===== src/rtl/wasca_led_sequencer.sv =====
`default_nettype none
// ============================================================================
//  Module      : wasca_led_sequencer
//  Description : Avalon-MM LED controller with per-LED direct, blink, activity
//                pulse-stretch and blink-while-active modes.
//                Optional global PWM brightness when LED_SEQ_PWM_EN is defined.
//  Revision    : 1.0 - initial release
// ============================================================================
module wasca_led_sequencer #(
    parameter int NUM_LEDS       = 5,
    parameter int PRESCALE_RESET = 49999,
    parameter int BLINK_TICKS    = 250,
    parameter int STRETCH_RESET  = 10
) (
    input  logic                clk,
    input  logic                reset_n,
    input  logic [1:0]          address,
    input  logic                chipselect,
    input  logic                write_n,
    input  logic [31:0]         writedata,
    output logic [31:0]         readdata,
    input  logic [NUM_LEDS-1:0] act_in,
    output logic [NUM_LEDS-1:0] out_port
);

    localparam int                 BLINK_W    = (BLINK_TICKS > 1) ? $clog2(BLINK_TICKS) : 1;
    localparam logic [BLINK_W-1:0] BLINK_LAST = BLINK_W'(BLINK_TICKS - 1);

    localparam logic [1:0] MODE_DIRECT = 2'b00;
    localparam logic [1:0] MODE_BLINK  = 2'b01;
    localparam logic [1:0] MODE_ACT    = 2'b10;

    logic [NUM_LEDS-1:0]        direct_q,    direct_d;
    logic [2*NUM_LEDS-1:0]      mode_q,      mode_d;
    logic [15:0]                prescale_q,  prescale_d;
    logic [7:0]                 stretch_q,   stretch_d;
    logic [15:0]                tick_cnt_q,  tick_cnt_d;
    logic [BLINK_W-1:0]         blink_cnt_q, blink_cnt_d;
    logic                       phase_q,     phase_d;
    logic [NUM_LEDS-1:0]        sync1_q,     sync1_d;
    logic [NUM_LEDS-1:0]        sync2_q,     sync2_d;
    logic [NUM_LEDS-1:0]        prev_q,      prev_d;
    logic [NUM_LEDS-1:0][7:0]   act_cnt_q,   act_cnt_d;
    logic [NUM_LEDS-1:0]        out_q,       out_d;

    logic                       wr_en;
    logic                       prescale_wr;
    logic                       tick;
    logic [NUM_LEDS-1:0]        act_edge;
    logic [NUM_LEDS-1:0]        active;
    logic [NUM_LEDS-1:0]        composite;
    logic                       unused_wdata;

`ifdef LED_SEQ_PWM_EN
    logic [7:0]                 bright_q,    bright_d;
    logic [7:0]                 pwm_cnt_q,   pwm_cnt_d;
    logic [NUM_LEDS-1:0]        comp_q,      comp_d;
    logic                       pwm_gate;
`endif

    assign unused_wdata = ^writedata;

    // Register file
    always_comb begin
        wr_en       = chipselect && !write_n;
        prescale_wr = wr_en && (address == 2'd2);
        direct_d    = direct_q;
        mode_d      = mode_q;
        prescale_d  = prescale_q;
        stretch_d   = stretch_q;
`ifdef LED_SEQ_PWM_EN
        bright_d    = bright_q;
`endif
        if (wr_en) begin
            case (address)
                2'd0: direct_d = writedata[NUM_LEDS-1:0];
                2'd1: mode_d   = writedata[2*NUM_LEDS-1:0];
                2'd2: begin
                    prescale_d = writedata[15:0];
`ifdef LED_SEQ_PWM_EN
                    bright_d   = writedata[23:16];
`endif
                end
                default: stretch_d = writedata[7:0];
            endcase
        end
    end

    // A PRESCALE write restarts the period and suppresses that cycle's tick
    always_comb begin
        tick       = (tick_cnt_q == 16'd0) && !prescale_wr;
        tick_cnt_d = tick_cnt_q - 16'd1;
        if (prescale_wr) begin
            tick_cnt_d = writedata[15:0];
        end else if (tick_cnt_q == 16'd0) begin
            tick_cnt_d = prescale_q;
        end

        blink_cnt_d = blink_cnt_q;
        phase_d     = phase_q;
        if (tick) begin
            if (blink_cnt_q == BLINK_LAST) begin
                blink_cnt_d = '0;
                phase_d     = ~phase_q;
            end else begin
                blink_cnt_d = blink_cnt_q + 1'b1;
            end
        end
    end

    always_comb begin
        sync1_d   = act_in;
        sync2_d   = sync1_q;
        prev_d    = sync2_q;
        act_edge  = sync2_q & ~prev_q;
        act_cnt_d = act_cnt_q;
        active    = '0;
        composite = '0;
        for (int i = 0; i < NUM_LEDS; i++) begin
            // A fresh edge reloads even when a tick lands in the same cycle
            if (act_edge[i] && (stretch_q != 8'd0)) begin
                act_cnt_d[i] = stretch_q;
            end else if (tick && (act_cnt_q[i] != 8'd0)) begin
                act_cnt_d[i] = act_cnt_q[i] - 8'd1;
            end
            active[i] = (act_cnt_q[i] != 8'd0);
            case (mode_q[2*i +: 2])
                MODE_DIRECT: composite[i] = direct_q[i];
                MODE_BLINK:  composite[i] = direct_q[i] & phase_q;
                MODE_ACT:    composite[i] = direct_q[i] | active[i];
                default:     composite[i] = active[i] ? phase_q : direct_q[i];
            endcase
        end
    end

`ifdef LED_SEQ_PWM_EN
    always_comb begin
        comp_d    = composite;
        pwm_cnt_d = pwm_cnt_q + 8'd1;
        pwm_gate  = (bright_q == 8'hFF) || (pwm_cnt_q < bright_q);
        out_d     = comp_q & {NUM_LEDS{pwm_gate}};
    end
`else
    always_comb begin
        out_d = composite;
    end
`endif

    always_ff @(posedge clk or negedge reset_n) begin
        if (!reset_n) begin
            direct_q    <= '0;
            mode_q      <= '0;
            prescale_q  <= 16'(PRESCALE_RESET);
            stretch_q   <= 8'(STRETCH_RESET);
            tick_cnt_q  <= 16'(PRESCALE_RESET);
            blink_cnt_q <= '0;
            phase_q     <= 1'b0;
            sync1_q     <= '0;
            sync2_q     <= '0;
            prev_q      <= '0;
            act_cnt_q   <= '0;
            out_q       <= '0;
        end else begin
            direct_q    <= direct_d;
            mode_q      <= mode_d;
            prescale_q  <= prescale_d;
            stretch_q   <= stretch_d;
            tick_cnt_q  <= tick_cnt_d;
            blink_cnt_q <= blink_cnt_d;
            phase_q     <= phase_d;
            sync1_q     <= sync1_d;
            sync2_q     <= sync2_d;
            prev_q      <= prev_d;
            act_cnt_q   <= act_cnt_d;
            out_q       <= out_d;
        end
    end

`ifdef LED_SEQ_PWM_EN
    always_ff @(posedge clk or negedge reset_n) begin
        if (!reset_n) begin
            bright_q  <= 8'hFF;
            pwm_cnt_q <= 8'd0;
            comp_q    <= '0;
        end else begin
            bright_q  <= bright_d;
            pwm_cnt_q <= pwm_cnt_d;
            comp_q    <= comp_d;
        end
    end
`endif

    always_comb begin
        readdata = '0;
        case (address)
            2'd0: readdata[NUM_LEDS-1:0]   = direct_q;
            2'd1: readdata[2*NUM_LEDS-1:0] = mode_q;
            2'd2: begin
                readdata[15:0] = prescale_q;
`ifdef LED_SEQ_PWM_EN
                readdata[23:16] = bright_q;
`endif
            end
            default: begin
                readdata[7:0]           = stretch_q;
                readdata[16 +: NUM_LEDS] = out_q;
            end
        endcase
    end

    assign out_port = out_q;

endmodule
`default_nettype wire


===== config.mk =====
export PLATFORM = sky130hd
export DESIGN_NAME = wasca_led_sequencer
export DESIGN_NICKNAME = d
export VERILOG_FILES = /design/src/rtl/wasca_led_sequencer.sv
export SDC_FILE = /design/constraint.sdc
export NUM_CORES = 1
export LEC_CHECK = 0
export BUFFER_PORTS_ARGS = -buffer_cell sky130_fd_sc_hd__buf_2
export CELL_PAD_IN_SITES_DETAIL_PLACEMENT = 1
export CELL_PAD_IN_SITES_GLOBAL_PLACEMENT = 2
export CORE_MARGIN = 4
export CORE_UTILIZATION = 37
export CTS_CLUSTER_DIAMETER = 200
export DETAILED_ROUTE_END_ITERATION = 12
export HOLD_SLACK_MARGIN = 0.1
export PLACE_DENSITY = 0.79
export SYNTH_ARGS = -nofsm -noshare
export SYNTH_HDL_FRONTEND = slang
export SYNTH_SLANG_ARGS = --single-unit

===== constraint.sdc =====
create_clock -name clk -period 2.7 [get_ports clk]
set_input_delay 0.81 -clock clk [delete_from_list [all_inputs] [get_ports clk]]
set_output_delay 0.81 -clock clk [all_outputs]
set_load 0.01 [all_outputs]

# Word-level counts from Yosys, hierarchy flattened
# Index checks and enable logic that the tools add are counted.
[classes]
addsub = 7
n_eq_ne = 13
n_mux = 28
bitwise = 14
reduce_logical = 39
[op_table]
columns = ["operator", "n"]
rows = [
  ["$mux 8", 11],
  ["$reduce_bool 8->1", 6],
  ["$sub 8x1->8 const B", 5],
  ["$mux 16", 2],
  ["$logic_not 16->1", 1],
  ["$sub 16x1->16 const B", 1],
  ["$pmux 1 s3", 5],
  ["$pmux 5 s3", 1],
  ["$logic_and 1x1->1", 13],
  ["$eq 2x1->1 const B", 6],
  ["$eq 2x2->1 const B", 6],
  ["$logic_not 2->1", 6],
  ["$reduce_and 2->1", 5],
  ["$reduce_bool 2->1", 5],
  ["$pmux 3 s3", 1],
  ["$add 8x1->8 const B", 1],
  ["$eq 8x8->1 const B", 1],
  ["$mux 6", 1],
  ["$and 1x1->1", 5],
  ["$and 5x5->5", 1],
  ["$mux 1", 5],
  ["$mux 5", 1],
  ["$not 5->5", 1],
  ["$or 1x1->1", 5],
  ["4 further kinds", 6],
]
[totals]
ff_bits = 124
in_bits = 43
wordCells = 117

# Depth between registers and ports, before layout
[depth]
ltp_word = 8
mapped_depth = 9
depth_no_buf = 7

# Least setup slack after synthesis
# Ideal clock, no wire load.
[synth_timing]
path_type = "input port to output port"
start = "input address[0]"
end = "output readdata[5]"
arrival_time_ns = 1.870
path_slack_ns = 0.020
path_stages = 6
n_path_buf = 2
cell_sequence = "inv_1 > ha_1 > clkbuf_1 > clkbuf_1 > a22oi_1 > o21ai_0"
[synth_between]
elab_chain_cells = 2
elab_cells_between_ends = 4
cone_classes = "eq/ne (2); mux (1); reduce/logical (1)"
[synth_lines]
columns = ["item", "line", "source"]
rows = [
  ["start, declared", "17", "input logic [1:0] address,"],
  ["$eq 2x2->1 (tied with other cells)", "195", "case (address)"],
  ["$pmux 3 s3 (*)", "195", ""],
  ["end, declared", "21", "output logic [31:0] readdata,"],
]
# Mark *: on every way between the ends. The rest lies on a longest branch, timed or not.

# Worst setup path in the final report
[layout_timing]
start = "input address[0]"
end = "output readdata[0]"
[layout_between]
elab_chain_cells = 2
elab_cells_between_ends = 4
cone_classes = "eq/ne (2); mux (1); reduce/logical (1)"
[layout_lines]
columns = ["item", "line"]
rows = [
  ["$eq 2x2->1 (tied with other cells)", "195"],
  ["$pmux 5 s3 (*)", "195"],
]
# Marks and branches as above.

==> flow_metrics.tcl <==
set metrics [dict create \
    peakVddDrop_mv 0.632 \
    synthCells 690 \
    timing.final.crit_share_pct 103 \
    fp.dieW_um 142 \
    hp-start "sync1_q[3]" \
    most-common-layout-cells "dfrtp_1, nand2_1, o21ai_0" \
    tightestPinTransition_ns 0.666 \
    dpl_cell_area_sq_um 7370 \
    max-clock-path-buffers 2 \
    synth_cell_types 63 \
    via_count 5470 \
    yosysSeqAreaShare_pct 47.0 \
    failed_checks "negative setup slack" \
    final_cells 1008 \
    syn_to_final_growth_pct 22.2 \
    rsz0062_at_grt "yes" \
    initial_core_util_pct 38.1 \
    timing.rr.end "out_port[2]" \
    r2r_setup_slack_ns 0.35 \
    path_class "input pin to primary output" \
    yosys_warnings 0 \
    ctsHoldBuffers 0 \
    p_per_area_nw_per_um2 867 \
    fin_util_pct 46.6 \
    worst_path_most_repeated_cell "buf_6" \
    timing.fmax_mhz 361 \
    htree_levels 4 \
    fin_crit_ns 2.77 \
    startpoint "address[0]" \
    whs_path_depth 0 \
    drt_first_pass_iters 4 \
    cp-start-kind "input pin" \
    crit_slowest_cell "a222oi_1" \
    outcome "finished with violations" \
    reg2reg_depth 5 \
    cts_root_buffer "clkbuf_16" \
    die_area_sq_um 20200 \
    path_clk_slew_ns 0.06 \
    clock_sinks 124 \
    crit_family "buffers and inverters" \
    whs_endpoint "prev_d[3]" \
    die_y_um 142 \
    crit_fanout 3 \
    r2r_start "act_cnt_q[20]" \
    slew_headroom_pct 55.3 \
    max_stage_delay_ns 0.31 \
    drc 0 \
    dp_hpwl_mm 14.4 \
    ant_nets 0 \
    mostFrequentLayoutCell "dfrtp_1" \
    rows 48 \
    dp.cells 973 \
    insertion_delay_ns 0.43 \
    grt_pass1_vias 5959 \
    gr-usage-all-layers_pct 20.8 \
    synth_seq_cells 124 \
    synth-async-reset-ratio_pct 100 \
    maxCapViolations 0 \
    leakagePower_nw 3.45 \
    core_sq_um 17500 \
    fin_skew_ns 0.0230 \
    synth-edff-count 0 \
    layout_setup_ws_ns -0.0690 \
    grt_max_degree 41 \
    antenna_found_initial 0 \
    wirelength_mm 20.5 \
    syn_area_sq_um 6660 \
    drt_iter0_drc 328 \
    grt_pass1_wl_mm 32.8 \
    maxSlewViolCount 0 \
    setup-violations-final 3 \
    globalRouteOverflowTotal 0 \
    routedWlPerCell_um 20.3 \
    pin_count 80 \
    tns_ns -0.0865 \
    synth.avg_cell_area_sq_um 9.65 \
    cts_tree "yes" \
    nets 830 \
    worstPathRequired_ns 1.89 \
    numCtsBuffers 17 \
    hold_class "register to register" \
    fin_area_sq_um 8140 \
    critPathBufInv 4 \
    io_buffers 52 \
    yosys_most_used_dff "dfrtp_1" \
    crit_arrival_ns 1.96 \
    crit_path_end_kind "primary output" \
    gp_congestion 0.896 \
    vias_per_cell 5.43 \
    layout-drive-gt1-share_pct 24.8 \
    hold_viol_final 0 \
    path_cells "buf_8 -> buf_6 -> ha_4 -> buf_6 -> a222oi_1 -> mux2i_1 -> buf_2" \
]
==> synthesized netlist by cell type, drive strengths merged, types with 18 or more instances <==
master	count	area (sq um)
nor4	21	153
ha	18	225
dfrtp	104	2600
buf	19	119
clkbuf	28	105
nor3	25	130
xnor2	37	324
inv	23	86.3
o21ai	73	369
dfstp	20	526
nand2	99	372
mux2	25	285
nor2	33	124
==> metal layers <==
layer  up-vias  track usage (%)  share of wire (%)
met5         -                0                  0
met4         0             4.34                1.3
met3        14             3.97                4.1
met2       105             35.6                 49
met1      2784             27.8                 45
li1       2567                -                  -
==> power breakdown <==
part           switching, W  internal, W  total (W)
registers          0.000501      0.00233    0.00283
logic              0.000917     0.000740    0.00166
clock network      0.000869      0.00170    0.00257
==> kinds of logic (layout without fill, tap and decap cells) <==
group                      Yosys count  in the layout  share of synthesized area [%]
DFF                                124            124                           47.0
other                                1             12                         0.0563
xor gates and xnor gates            41             41                           5.39
and+or+nand+nor                    273            273                           22.5
muxes                               31             31                           5.19
AOI/OAI and AO/OA                  132            132                           11.9
buffers and inverters               70            152                           4.66
adders and majority gates           18             18                           3.38
==> final cells by class <==
class | instances | area, sq um
timing repair buffer | 97 | 666
tap | 225 | 282
sequential | 124 | 3130
clock inverter | 12 | 208
fill | 1981 | 9340
multi-input combinational | 506 | 3300
inverter | 23 | 96.3
antenna | 1 | 2.50
clock buffer | 20 | 457
==> what timing repair did <==
| action | in CTS | in global routing |
|---|---|---|
| buffers inserted | 2 | 0 |
| setup endpoints to repair | 7 | 7 |
| hold endpoints to repair | 0 | 0 |
| pin swaps | 4 | 5 |
| resized for setup | 20 | 5 |
==> registers in the layout, summed over array words and instances (netlist names) <==
register,count
act_cnt_q,40
prev_q,5
out_port,5
blink_cnt_q,8
prev_d,5
stretch_q,8
prescale_q,16
sync1_q,5
mode_q,10
direct_q,5
phase_q,1
tick_cnt_q,16
==> worst max-delay path by stage <==
| stage | slack, ns | depth (start not counted) | end |
|---|---|---|---|
| finish | -0.07 | 7 | readdata[0] |
| global route | -0.14 | 7 | readdata[0] |
| global placement | -0.10 | 7 | readdata[0] |
| CTS | -0.05 | 7 | readdata[0] |
| detailed placement | -0.20 | 7 | readdata[0] |
| floorplan | 0.02 | 6 | readdata[5] |
==> stage by stage <==
| step | setup slack, ns | power, W | hold slack [ns] |
|---|---|---|---|
| after floorplan | 0.0202 | 0.00379 | 0.331 |
| after global placement | -0.102 | 0.00435 | 0.334 |
| after detailed placement | -0.199 | 0.00446 | 0.337 |
| after CTS | -0.0541 | 0.00711 | 0.351 |
| after global routing | -0.139 | 0.00744 | 0.364 |
| final | -0.0690 | 0.00706 | 0.350 |
No activity file was read; power rests on OpenSTA's default activity.
